--- src/rtl/counter_arbiter_if.sv ---
// Client-side bundle for counter_arbiter: request/length/stall in,
// grant/busy/count/done out.
interface counter_arbiter_if #(
    parameter int NREQ  = 4,
    parameter int WIDTH = 4
);
    logic [NREQ-1:0]       req;
    logic [NREQ*WIDTH-1:0] len;
    logic                  stall;
    logic [NREQ-1:0]       grant;
    logic                  busy;
    logic [WIDTH-1:0]      count;
    logic [NREQ-1:0]       done;

    modport master (
        output req, len, stall,
        input  grant, busy, count, done
    );

    modport slave (
        input  req, len, stall,
        output grant, busy, count, done
    );
endinterface

--- src/rtl/counter_arbiter.sv ---
// Round-robin owner of one shared WIDTH-bit run counter among NREQ clients.
// Define COUNTER_ARB_STALL_EN to honour the stall input during RUN.
module counter_arbiter #(
    parameter int NREQ  = 4,
    parameter int WIDTH = 4
) (
    input logic             clk,
    input logic             reset,
    counter_arbiter_if.slave bus
);
    localparam int PW = (NREQ > 1) ? $clog2(NREQ) : 1;

    typedef enum logic [1:0] {
        S_IDLE,
        S_RUN,
        S_DONE
    } state_t;

    state_t           r_state;
    logic [PW-1:0]    r_owner;
    logic [PW-1:0]    r_ptr;
    logic [WIDTH-1:0] r_tc;
    logic [WIDTH-1:0] r_count;
    logic [NREQ-1:0]  r_grant;
    logic [NREQ-1:0]  r_done;
    logic             r_busy;

    state_t           w_state;
    logic [PW-1:0]    w_owner;
    logic [PW-1:0]    w_ptr;
    logic [WIDTH-1:0] w_tc;
    logic [WIDTH-1:0] w_count;
    logic [NREQ-1:0]  w_grant;
    logic [NREQ-1:0]  w_done;
    logic             w_found;
    logic [PW-1:0]    w_win;
    logic [PW-1:0]    w_ptr_inc;
    logic             w_stall;

`ifdef COUNTER_ARB_STALL_EN
    assign w_stall = bus.stall;
`else
    logic w_stall_unused;
    assign w_stall_unused = bus.stall;
    assign w_stall = 1'b0;
`endif

    // First requester at or above ptr, wrapping past NREQ-1.
    always_comb begin
        w_found = 1'b0;
        w_win   = '0;
        for (int i = 0; i < NREQ; i++) begin
            if (!w_found && bus.req[(int'(r_ptr) + i) % NREQ]) begin
                w_found = 1'b1;
                w_win   = PW'((int'(r_ptr) + i) % NREQ);
            end
        end
    end

    assign w_ptr_inc = (r_owner == PW'(NREQ - 1)) ? '0 : r_owner + PW'(1);

    always_comb begin
        w_state = r_state;
        w_owner = r_owner;
        w_ptr   = r_ptr;
        w_tc    = r_tc;
        w_count = r_count;
        w_grant = r_grant;
        w_done  = '0;
        unique case (r_state)
            S_IDLE: begin
                w_grant = '0;
                if (w_found) begin
                    w_state = S_RUN;
                    w_owner = w_win;
                    w_tc    = bus.len[int'(w_win)*WIDTH +: WIDTH];
                    w_count = '0;
                    w_grant = NREQ'(1) << w_win;
                end
            end
            S_RUN: begin
                if (!bus.req[r_owner]) begin
                    w_state = S_IDLE;
                    w_grant = '0;
                    w_count = '0;
                    w_ptr   = w_ptr_inc;
                end else if (w_stall) begin
                    w_count = r_count;
                end else if (r_count == r_tc) begin
                    w_state          = S_DONE;
                    w_done[r_owner]  = 1'b1;
                end else begin
                    w_count = r_count + WIDTH'(1);
                end
            end
            S_DONE: begin
                w_state = S_IDLE;
                w_grant = '0;
                w_count = '0;
                w_ptr   = w_ptr_inc;
            end
            default: begin
                w_state = S_IDLE;
                w_grant = '0;
                w_count = '0;
            end
        endcase
    end

    always_ff @(posedge clk) begin
        if (!reset) begin
            r_state <= S_IDLE;
            r_owner <= '0;
            r_ptr   <= '0;
            r_tc    <= '0;
            r_count <= '0;
            r_grant <= '0;
            r_done  <= '0;
            r_busy  <= 1'b0;
        end else begin
            r_state <= w_state;
            r_owner <= w_owner;
            r_ptr   <= w_ptr;
            r_tc    <= w_tc;
            r_count <= w_count;
            r_grant <= w_grant;
            r_done  <= w_done;
            r_busy  <= |w_grant;
        end
    end

    assign bus.grant = r_grant;
    assign bus.busy  = r_busy;
    assign bus.count = r_count;
    assign bus.done  = r_done;
endmodule
--- src/flat_wrapper.sv ---
// flat-port wrapper written by rule: the top's interface ports become plain ports
module counter_arbiter_flat 
#(
    parameter int NREQ  = 4,
    parameter int WIDTH = 4
)
  (clk, reset, bus_req, bus_len, bus_stall, bus_grant, bus_busy, bus_count, bus_done);
  counter_arbiter_if #(.NREQ(NREQ), .WIDTH(WIDTH)) bus_i ();
  input logic clk;
  input logic reset;
  input wire logic [$bits(bus_i.req)-1:0] bus_req;
  input wire logic [$bits(bus_i.len)-1:0] bus_len;
  input wire logic [$bits(bus_i.stall)-1:0] bus_stall;
  output wire logic [$bits(bus_i.grant)-1:0] bus_grant;
  output wire logic [$bits(bus_i.busy)-1:0] bus_busy;
  output wire logic [$bits(bus_i.count)-1:0] bus_count;
  output wire logic [$bits(bus_i.done)-1:0] bus_done;
  assign bus_i.req = bus_req;
  assign bus_i.len = bus_len;
  assign bus_i.stall = bus_stall;
  assign bus_grant = bus_i.grant;
  assign bus_busy = bus_i.busy;
  assign bus_count = bus_i.count;
  assign bus_done = bus_i.done;
  counter_arbiter #(.NREQ(NREQ), .WIDTH(WIDTH)) u_core (.clk(clk), .reset(reset), .bus(bus_i));
endmodule
--- config.mk ---
export PLATFORM = sky130hd
export DESIGN_NAME = counter_arbiter_flat
export DESIGN_NICKNAME = d
export VERILOG_FILES = /design/src/rtl/counter_arbiter_if.sv /design/src/rtl/counter_arbiter.sv /design/src/flat_wrapper.sv
export SDC_FILE = /design/constraint.sdc
export NUM_CORES = 1
export LEC_CHECK = 0
export CORE_ASPECT_RATIO = 0.8
export CORE_MARGIN = 2
export CORE_UTILIZATION = 49
export DETAILED_ROUTE_END_ITERATION = 10
export PLACE_DENSITY = 0.82
export SYNTH_ARGS = -nofsm -noshare
export SYNTH_HDL_FRONTEND = slang
export SYNTH_SLANG_ARGS = --single-unit
export TNS_END_PERCENT = 10
--- constraint.sdc ---
create_clock -name clk -period 2.85 [get_ports clk]
set_input_delay 0.285 -clock clk [delete_from_list [all_inputs] [get_ports clk]]
set_output_delay 0.285 -clock clk [all_outputs]
set_load 0.02 [all_outputs]
=== Word-level counts from Yosys, hierarchy flattened ===
Cells that the tools add are included.

* Register bits after elaboration: 23
* Input bits: 23
* Output and inout port bits: 13
* Word-level logic and storage cells: 87

* Add/subtract/negate cells: 5
* Order comparisons: 6
* Equality and inequality tests: 8
* Shift-type cells: 2
* Muxes and demuxes: 37
* Bitwise gates (word level): 3
* Reduce and logical (&&, ||, !) cells: 18

{| class="wikitable"
|+ Operators by type and width
! cell !! count
|-
| $mux 4 || 5
|-
| $mux 2 || 9
|-
| $pmux 4 s2 || 2
|-
| $shiftx 16x5->4 || 1
|-
| $mux 1 || 13
|-
| $lt 3x4->1 const B || 3
|-
| $bmux 1 s2 || 5
|-
| $pmux 2 s2 || 2
|-
| $reduce_and 2->1 || 4
|-
| $lt 2x3->1 const B || 2
|-
| $ne 3x3->1 const B || 2
|-
| $reduce_or 2->1 || 3
|-
| $add 2x1->2 const B || 2
|-
| $add 2x2->2 const B || 2
|-
| $add 4x1->4 const B || 1
|-
| $eq 2x2->1 const B || 2
|-
| $eq 4x4->1 || 1
|-
| $logic_and 1x1->1 || 4
|-
| $reduce_and 4->1 || 1
|-
| $reduce_or 4->1 || 1
|-
| $shl 1x2->4 const A || 1
|-
| $and 1x1->1 const A || 3
|-
| $logic_not 1->1 || 3
|-
| $demux 1 s2 || 1
|-
| 6 further kinds || 6
|}

=== Depth between registers and ports, before layout ===
Gate-level depths: netlist of the first run.

* Depth after elaboration: 18
* Depth in mapped cells: 6
* Mapped depth without buffers: 5

=== Least setup slack after synthesis of the first run ===
OpenSTA, ideal clock, no wires.

* Path kind: register to register
* Start: register u_core.r_owner[1]
* End: register u_core.r_ptr[0]
* Setup time: 0.058 ns
* Data arrival time: 1.543 ns
* Slack: 1.249 ns
* Cell stages (with the launch flop): 6
* Period minus slack after synthesis: 1.601 ns
* Cells stage by stage: dfxtp_1 > mux4_1 > nand3b_1 > o21ai_2 > nor3b_1 > o21a_1

* Longest elaborated chain between the ends: 4
* Elaborated cells on any way between the ends: 8

{| class="wikitable"
|+ Ends and longest elaborated chain
! item !! RTL line !! RTL
|-
| from (decl) || counter_arbiter.sv:20 || <nowiki>logic [PW-1:0] r_owner;</nowiki>
|-
| from (signal assigned) || counter_arbiter.sv:122 || <nowiki>r_owner <= w_owner;</nowiki>
|-
| $bmux 1 s2 or $eq 2x2->1 (tied branches) || counter_arbiter.sv:82, counter_arbiter.sv:60 ||
|-
| $mux 1 (not written as such) or $mux 2 (tied branches) || counter_arbiter.sv:82, counter_arbiter.sv:60 ||
|-
| $ne 2x2->1 (no line) or $mux 2 (tied branches) || - ||
|-
| $reduce_and 2->1 (no line) or $pmux 2 s2 (tied branches) || - ||
|-
| to (signal assigned) || counter_arbiter.sv:123 || <nowiki>r_ptr <= w_ptr;</nowiki>
|-
| to (decl) || counter_arbiter.sv:21 || <nowiki>logic [PW-1:0] r_ptr;</nowiki>
|}

Parallel ways exist; a longest one is shown, timed or not. The select of a mux whose other input is x is not followed.
A chain may end at the register's enable or synchronous reset.

=== Worst setup path in the final report of the first run ===
* Start: input port bus_req[1]
* End: register u_core.r_grant[1], in the netlist u_core.bus.grant[1]

* Longest elaborated chain between the ends: 15
* Elaborated cells on any way between the ends: 31

{| class="wikitable"
|+ Ends and longest elaborated chain
! item !! RTL line !! RTL
|-
| from (decl) || flat_wrapper.sv:11 || <nowiki>input wire logic [$bits(bus_i.req)-1:0] bus_req;</nowiki>
|-
| $bmux 1 s2 || counter_arbiter.sv:53 || <nowiki>if (!w_found && bus.req[(int'(r_ptr) + i) % NREQ]) begin</nowiki>
|-
| $mux 1 (not written as such) || counter_arbiter.sv:53 ||
|-
| $mux 1 || counter_arbiter.sv:53 ||
|-
| $logic_not 1->1 || counter_arbiter.sv:53 ||
|-
| $logic_and 1x1->1 || counter_arbiter.sv:53 ||
|-
| $mux 1 || counter_arbiter.sv:53 ||
|-
| $logic_not 1->1 || counter_arbiter.sv:53 ||
|-
| $logic_and 1x1->1 || counter_arbiter.sv:53 ||
|-
| $mux 1 || counter_arbiter.sv:53 ||
|-
| $logic_not 1->1 || counter_arbiter.sv:53 ||
|-
| $logic_and 1x1->1 || counter_arbiter.sv:53 ||
|-
| $mux 2 || counter_arbiter.sv:53 ||
|-
| $shl 1x2->4 || counter_arbiter.sv:78 || <nowiki>w_grant = NREQ'(1) << w_win;</nowiki>
|-
| $mux 4 || counter_arbiter.sv:73 || <nowiki>if (w_found) begin</nowiki>
|-
| $pmux 4 s2 * || counter_arbiter.sv:70 || <nowiki>unique case (r_state)</nowiki>
|-
| to (signal assigned) || counter_arbiter.sv:126 || <nowiki>r_grant <= w_grant;</nowiki>
|-
| to (decl) || counter_arbiter.sv:24 || <nowiki>logic [NREQ-1:0] r_grant;</nowiki>
|}

Mark *: on every way between the ends. The rest lies on a longest branch, timed or not. The select of a mux whose other input is x is not followed.

==> implementation parameters, run 1 <==
Parameter                              Value

Power and ir drop
  Clock network fraction of total power ... 19.8%
  Switch Pwr ... 0.239 mW
  LEAKAGE ... 0.581 nW
  Part of the power in combinational logic ... 30.1%
  Sequential Power Share ... 50.0%
  Max VDD drop ... 0.382 mV
  Power density over the cells ... 475 mW/mm^2
  Switching power share of the total ... 31.6%
  Power Internal ... 0.516 mW

Yosys
  Top post-synthesis cells by area ... sky130_fd_sc_hd__dfxtp_1 38%, sky130_fd_sc_hd__mux2i_1 9.2%, sky130_fd_sc_hd__ha_1 5.2%
  Number of synthesized register bits ... 23
  Synth Warn # ... 0
  Syn Area/Cell ... 9.31 um^2
  Synthesized Nets ... 157
  Sequential area share after synthesis ... 38.3%
  Mapped cell area ... 0.00120 mm^2
  Number of standard cells after synthesis ... 129
  Leading area contributor after synthesis ... sky130_fd_sc_hd__dfxtp_1
  Yosys top cell area share ... 38.3%
  Distinct cells, synth ... 33

Clocking
  Clock insertion delay at the later pin of the skew report ... 0.31 ns
  Total number of H-tree levels ... 1
  TritonCTS clock tree ... yes
  Clk slew on worst S/H paths ... 0.12 ns
  Postcts setup bufs ... 0
  Post-cts repair resize count ... 0
  Longest Clk Path Bufs ... 2
  Count of hold buffers inserted by post-cts repair ... 0
  Number of sinks handled by clock tree synthesis ... 23
  Number of buffers inserted during clock tree synthesis ... 3
  Clock tree root driver cell ... sky130_fd_sc_hd__clkbuf_4

Worst setup path
  Signal arrival time at the worst endpoint ... 2.11 ns
  Startpoint type of the worst setup path ... input pin
  CP Max Fanout ... 9
  Crit end category ... flip-flop
  Start-to-end type of the worst setup path ... input pin to flip-flop
  Crit. Startpoint ... bus_req[1]
  Length in cells of the worst reg-to-reg path ... 5
  R2R Path Start ... u_core.r_owner[1]
  Data required time of the critical path ... 3.06 ns

Place
  Count of buffers from port buffering ... 34
  HPWL Detailed ... 2170 um
  Placed instance area ... 0.00156 mm^2
  Placer's final routability congestion estimate ... 0.736

STA
  Final Hold Vio Count ... 0
  Setup repair after global routing missed its margin ... no
  Highest clock rate ... 527 MHz
  Number of endpoints failing setup at the final stage ... 0
  Max_slew headroom ... 60.8%
  Post-route clock period utilization ... 66.6%
  Clock tree skew after final layout ... 0.00493 ns
  Slew @ Worst Pin ... 0.582 ns
  Count of pins over their slew limit ... 0
  Clock period minus worst slack ... 1.90 ns
  Final sum of negative setup slack ... 0 ns

Detailed routing
  Avg Vias per Cell ... 5.80
  Total DRC errors in the routed layout ... 0
  Via count of the routed design ... 1114
  Detailed-route wire length per cell ... 14.3 um
  Wire length after detailed routing ... 2750 um
  Residual antenna-violating net count after detailed routing ... 0
  Number of DRC markers after the initial detailed-route iteration ... 24
  Number of iterations in the first detailed-routing pass ... 4

Hold path
  Beginning of the worst hold path ... u_core.r_tc[3]
  Type of the tightest min-delay check ... flip-flop to flip-flop
  Cells on Worst Hold Path ... 2

Final layout
  Synth-to-Final Area Change ... 32.1%
  Post-layout net count ... 194
  Layout cell share with drive strength beyond 1 ... 4.24%
  Cell area after layout ... 0.00159 mm^2
  Number of filler instances in the final layout ... 209
  Antenna cell count ... 0

Floorplanning
  Standard cell core area ... 0.00238 mm^2
  IO Pins ... 36
  Effective utilization at floorplan ... 50.4%
  Die boundary width ... 59.4 um
  Die Footprint ... 0.00287 mm^2
  Die height ... 48.3 um
  Number of rows in the core area ... 16

GRT
  Maximum number of pins on one net before global-route repair ... 17
  Global-route wire length before repair ... 4330 um
  Via count of the first global-routing pass ... 1024
  Initial antenna violation count ... 0
  Total global routing track utilization ... 20.7%
  GR Overflow Total ... 0

Outcome
  Run status ... finished, final reports clean

Run
  Maxcap violations ... 0
metal layers:
metal / vias up / wire length [um] / global-route usage, %
li1: 546 / - / -
met1: 540 / 1200 / 24.4
met2: 26 / 1390 / 37.8
met3: 2 / 141 / 5.04
met4: 0 / 15 / 7.27
met5: - / 0 / 0
worst paths after layout:
check / end / slack (ns)
max: u_core.bus.grant[1] / 0.95
max reg2reg: u_core.r_ptr[0] / 0.99
min: u_core.r_tc[3] / 0.55
min reg2reg: u_core.r_tc[3] / 0.55
registers in the layout (all words and copies together) (netlist names):
signal            cells
u_core.r_ptr          2
u_core.r_tc           4
u_core.r_state        2
u_core.bus.done       4
u_core.bus.busy       1
u_core.bus.grant      4
u_core.bus.count      4
u_core.r_owner        2
area by class of cell:
cell class              count  area [um^2]  share of cell area (%)
well taps                  27         33.8                    2.13
repair buffers             35          348                    21.9
multi-input cells          99          703                    44.3
inverters                   4         15.0                   0.946
clock buffers               4         26.3                    1.66
flip-flops and latches     23          460                    29.0
cell usage after synthesis:
cell and count:
sky130_fd_sc_hd__and2_1 7, sky130_fd_sc_hd__a22oi_1 5, sky130_fd_sc_hd__mux4_1 1, sky130_fd_sc_hd__o21ai_2 1, sky130_fd_sc_hd__nor2_1 11, sky130_fd_sc_hd__o21a_1 3, sky130_fd_sc_hd__nor3_1 2, sky130_fd_sc_hd__o221a_2 1
sky130_fd_sc_hd__o221ai_1 4, sky130_fd_sc_hd__xnor2_1 4, sky130_fd_sc_hd__nand3_1 7, sky130_fd_sc_hd__nor3b_1 2, sky130_fd_sc_hd__nand4_1 2, sky130_fd_sc_hd__buf_6 1, sky130_fd_sc_hd__mux2i_1 11, sky130_fd_sc_hd__o22a_1 1
sky130_fd_sc_hd__inv_1 4, sky130_fd_sc_hd__a31oi_1 1, sky130_fd_sc_hd__o31a_1 1, sky130_fd_sc_hd__nor4_1 2, sky130_fd_sc_hd__clkbuf_1 1, sky130_fd_sc_hd__nand3b_1 1, sky130_fd_sc_hd__nor2b_1 5, sky130_fd_sc_hd__o41ai_1 1
sky130_fd_sc_hd__buf_4 1, sky130_fd_sc_hd__ha_1 5, sky130_fd_sc_hd__dfxtp_1 23, sky130_fd_sc_hd__a21oi_1 7, sky130_fd_sc_hd__nor3_4 1, sky130_fd_sc_hd__nand2_1 7, sky130_fd_sc_hd__o22ai_1 1, sky130_fd_sc_hd__nand2b_1 3
sky130_fd_sc_hd__o21ai_0 2
per-stage QoR:
step | std cells | hold slack (ns) | power [mW] | util [%] | worst slack, ns
after CTS | 192 | 0.546 | 0.758 | 66.6 | 0.940
final | 192 | 0.547 | 0.754 | 66.6 | 0.951
after global routing | 192 | 0.590 | 0.799 | 66.6 | 0.801
after detailed placement | 188 | 0.513 | 0.610 | 65.5 | 0.647
after floorplan | 129 | 0.433 | 0.528 | - | 1.25
after global placement | 188 | 0.498 | 0.601 | 65.5 | 0.728
cell families (layout without fill, tap and decap cells):
family                     count (synthesis)  count (layout)  share of synthesized area (%)
DFF                                       23              23                           38.3
muxes                                     12              12                           11.4
adders and majority gates                  5               5                           5.21
and+or+nand+nor                           50              50                           22.5
xor gates and xnor gates                   4               4                           2.92
buffers and inverters                      7              43                           3.12
AOI/OAI and AO/OA                         28              28                           16.6
power by group through the flow:
stage	registers [mW]	clock network (mW)	logic (mW)
after floorplan	0.389	0	0.140
after global placement	0.382	0	0.218
after detailed placement	0.384	0	0.227
after CTS	0.377	0.153	0.228
after global routing	0.381	0.169	0.248
final	0.377	0.150	0.227
critical path: stages:
cell	delay, ns
sky130_fd_sc_hd__clkdlybuf4s50_1	0.50
sky130_fd_sc_hd__nor4_1	0.53
sky130_fd_sc_hd__nand2b_1	0.38
sky130_fd_sc_hd__nor4_1	0.17
sky130_fd_sc_hd__a22oi_1	0.19
sky130_fd_sc_hd__nor2_1	0.05
cells in the final DEF, fill, tap and decap left out, drive strengths merged, types with 5 or more instances in the layout:
| cell type | count |
|---|---|
| mux2i | 11 |
| ha | 5 |
| nor2b | 5 |
| clkdlybuf4s50 | 34 |
| dfxtp | 23 |
| a22oi | 5 |
| and2 | 7 |
| nand2 | 7 |
| nor2 | 11 |
| nand3 | 7 |
| a21oi | 7 |
Note: power is estimated with default switching activity, not from simulation.
==> run 2: changes to the inputs <==
CORE_UTILIZATION = 46   (was 49)
PLACE_DENSITY = 0.77   (was 0.82)
clock period = 1.83 ns   (was 2.85 ns; I/O delays follow)
==> run 2 against run 1 <==
  * Setup slack worse by 0.82 ns
  * Global-route usage grew 1.0 points
  * Non-clock buffer count is 11 higher
  * Via count up 2.0%
  * Count of clock-buffer cells in the layout decreased by 1
  * Highest routed layer unchanged
==> implementation parameters, run 2 (synthesis results as in run 1) <==
Parameter                              Value

Worst setup path
  Startpoint type of the worst setup path ... flip-flop
  Crit. Startpoint ... u_core.r_owner[1]
  Cell Chain, Critical Path ... mux4_2 > nand3b_1 > o21ai_2 > nor3b_4 > o21a_1
  Master of the slowest instance on the critical path ... sky130_fd_sc_hd__mux4_2
  Crit end category ... flip-flop
  Signal arrival time at the worst endpoint ... 1.95 ns (-0.16 ns)
  Start-to-end type of the worst setup path ... flip-flop to flip-flop
  CP Max Fanout ... 4 (-5)
  Slowest stage delay, CP ... 0.55 ns (+0.02 ns)
  R2R Path Start ... u_core.r_owner[1]
  Data required time of the critical path ... 2.09 ns (-0.97 ns)

GRT
  Fraction of met1 tracks used by global routing ... 28.3% (+4.0 points)
  Via count of the first global-routing pass ... 1170 (+14%)
  Met3 Resource Use GR ... 5.77% (+0.73 points)
  GR Overflow Total ... 0 (unchanged)
  Total global routing track utilization ... 21.7% (+1.0 points)
  Busiest grt layer ... met2
  Global-route wire length before repair ... 5000 um (+16%)
  Initial antenna violation count ... 0 (unchanged)
  Met2 global-route usage ... 36.2% (-1.6 points)
  Maximum number of pins on one net before global-route repair ... 16 (-1)

Place
  HPWL Detailed ... 2350 um (+8.0%)
  Post-placement cell count ... 208 (+11%)
  Count of buffers from port buffering ... 34 (unchanged)
  Worst slack at placement ... -0.271 ns (-0.918 ns)
  Placer's final routability congestion estimate ... 0.828 (+13%)

STA
  Max_slew headroom ... 66.2% (+5.4 points)
  Highest clock rate ... 590 MHz
  Setup WS post-layout ... 0.135 ns (-0.816 ns)
  Number of endpoints failing setup at the final stage ... 0 (unchanged)
  Slew @ Worst Pin ... 0.505 ns (-0.0771 ns)
  Post-route clock period utilization ... 92.6%
  Clock tree skew after final layout ... 0.0133 ns (+0.00841 ns)
  Final Hold Vio Count ... 0 (unchanged)
  Clock period minus worst slack ... 1.70 ns
  Setup repair after global routing missed its margin ... no
  Count of pins over their slew limit ... 0 (unchanged)

Detailed routing
  Detailed-route wire length per cell ... 13.8 um (-3.5%)
  Total DRC errors in the routed layout ... 0 (unchanged)
  Number of DRC markers after the initial detailed-route iteration ... 74 (+210%)
  Number of iterations in the first detailed-routing pass ... 4 (unchanged)
  Avg Vias per Cell ... 5.36 (-7.6%)
  Via count of the routed design ... 1136 (+2.0%)
  Wire length after detailed routing ... 2930 um (+6.5%)
  Residual antenna-violating net count after detailed routing ... 0 (unchanged)

Hold path
  Type of the tightest min-delay check ... input pin to flip-flop
  Beginning of the worst hold path ... bus_len[10]

Final layout
  Most frequent cells in the layout ... 34 x sky130_fd_sc_hd__clkdlybuf4s50_1, 22 x sky130_fd_sc_hd__dfxtp_1, 12 x sky130_fd_sc_hd__buf_4, 11 x sky130_fd_sc_hd__nor2_1, 11 x sky130_fd_sc_hd__mux2i_1
  Antenna cell count ... 0 (unchanged)
  Multi-input logic area ... 711 um^2 (+1.1%)
  Layout Utilization ... 68.6% (+2.1 points)
  Post-layout net count ... 205 (+5.7%)
  Storage element area ... 462 um^2 (+0.27%)
  Layout cell share with drive strength beyond 1 ... 12.5% (+8.3 points)
  Number of filler instances in the final layout ... 209 (unchanged)
  Most common cell after layout, fill and taps aside ... sky130_fd_sc_hd__clkdlybuf4s50_1
  Synth-to-Final Area Change ... 40.7%
  Cell Count, Final, Fillers Out ... 212 (+10%)

Clocking
  Clk slew on worst S/H paths ... 0.13 ns (about the same)
  Clock tree root driver cell ... sky130_fd_sc_hd__clkbuf_4
  Number of sinks handled by clock tree synthesis ... 23 (unchanged)
  Longest Clk Path Bufs ... 2 (unchanged)
  Clock insertion delay at the later pin of the skew report ... 0.32 ns (about the same)
  Count of hold buffers inserted by post-cts repair ... 0 (unchanged)
  Postcts setup bufs ... 0 (unchanged)
  Total number of H-tree levels ... 1 (unchanged)
  TritonCTS clock tree ... yes
  Number of buffers inserted during clock tree synthesis ... 3 (unchanged)

Run
  Maxcap violations ... 0 (unchanged)

Outcome
  Run status ... finished, final reports clean

Floorplanning
  Standard cell core area ... 0.00246 mm^2 (+3.4%)
  Effective utilization at floorplan ... 48.8% (-1.6 points)
  IO Pins ... 36 (unchanged)
  Number of rows in the core area ... 16 (unchanged)
  Die boundary width ... 61.1 um (+3.0%)
  Die height ... 49.7 um (+2.9%)
  Die Footprint ... 0.00304 mm^2 (+6.0%)

Power and ir drop
  Power density over the cells ... 719 mW/mm^2 (+51%)
  Total design power ... 1.22 mW (+61%)
  Max VDD drop ... 0.564 mV (+48%)
  LEAKAGE ... 0.637 nW (+9.8%)
## run 2: routing by layer
layer  vias to the layer above  wire length, um
met2                        41             1420
li1                        568                -
met5                         -                0
met1                       525             1320
met4                         0                8
met3                         2              182
## run 2: stage by stage
step / setup TNS [ns] / hold slack, ns / instance area, um^2
CTS: 0 / 0.544 / 1690
global route: 0 / 0.568 / 1690
finish: 0 / 0.545 / 1690
global placement: -0.838 / 0.502 / 1650
floorplan: 0 / 0.331 / 1200
detailed placement: -1.28 / 0.511 / 1650
## run 2: cell type report
cell class,count,area share (%)
Clock buffer,3,1.33
Clock inverter,1,0.296
Inverter,4,0.888
Multi-Input combinational cell,99,42.0
Sequential cell,23,27.3
Tap cell,36,2.66
Timing Repair Buffer,46,25.5
## run 2: critical path: cells and delay by family (launching register included)
family             cells  cell delay (ns)
muxes                  1             0.55
and+or+nand+nor        2             0.45
DFF                    1             0.38
AOI/OAI and AO/OA      2             0.25
## run 2: worst paths after layout
kind | endpoint | slack [ns] | cells past startpoint
min reg2reg | u_core.r_tc[0] | 0.55 | 2
max reg2reg | u_core.r_ptr[0] | 0.13 | 5
max | u_core.r_ptr[0] | 0.13 | 5
min | u_core.r_tc[2] | 0.55 | 3
## run 2: repair_timing
action | in CTS | in global routing
pin swaps | 0 | 1
gates resized for setup | 1 | 3
cloned | 0 | 0
endpoints found under the setup margin | 1 | 6
## run 2: power by group
| part | total (mW) | internal (mW) | switching (mW) |
|---|---|---|---|
| clock | 0.234 | 0.0817 | 0.152 |
| sequential | 0.590 | 0.545 | 0.0445 |
| combinational | 0.391 | 0.201 | 0.190 |
| total | 1.22 | 0.828 | 0.387 |
==> run 3: changes to the inputs <==
CTS_CLUSTER_DIAMETER = 100   (was default)
==> results of run 3 <==
No change in the layout: final DEF, timing and power equal those of run 2.
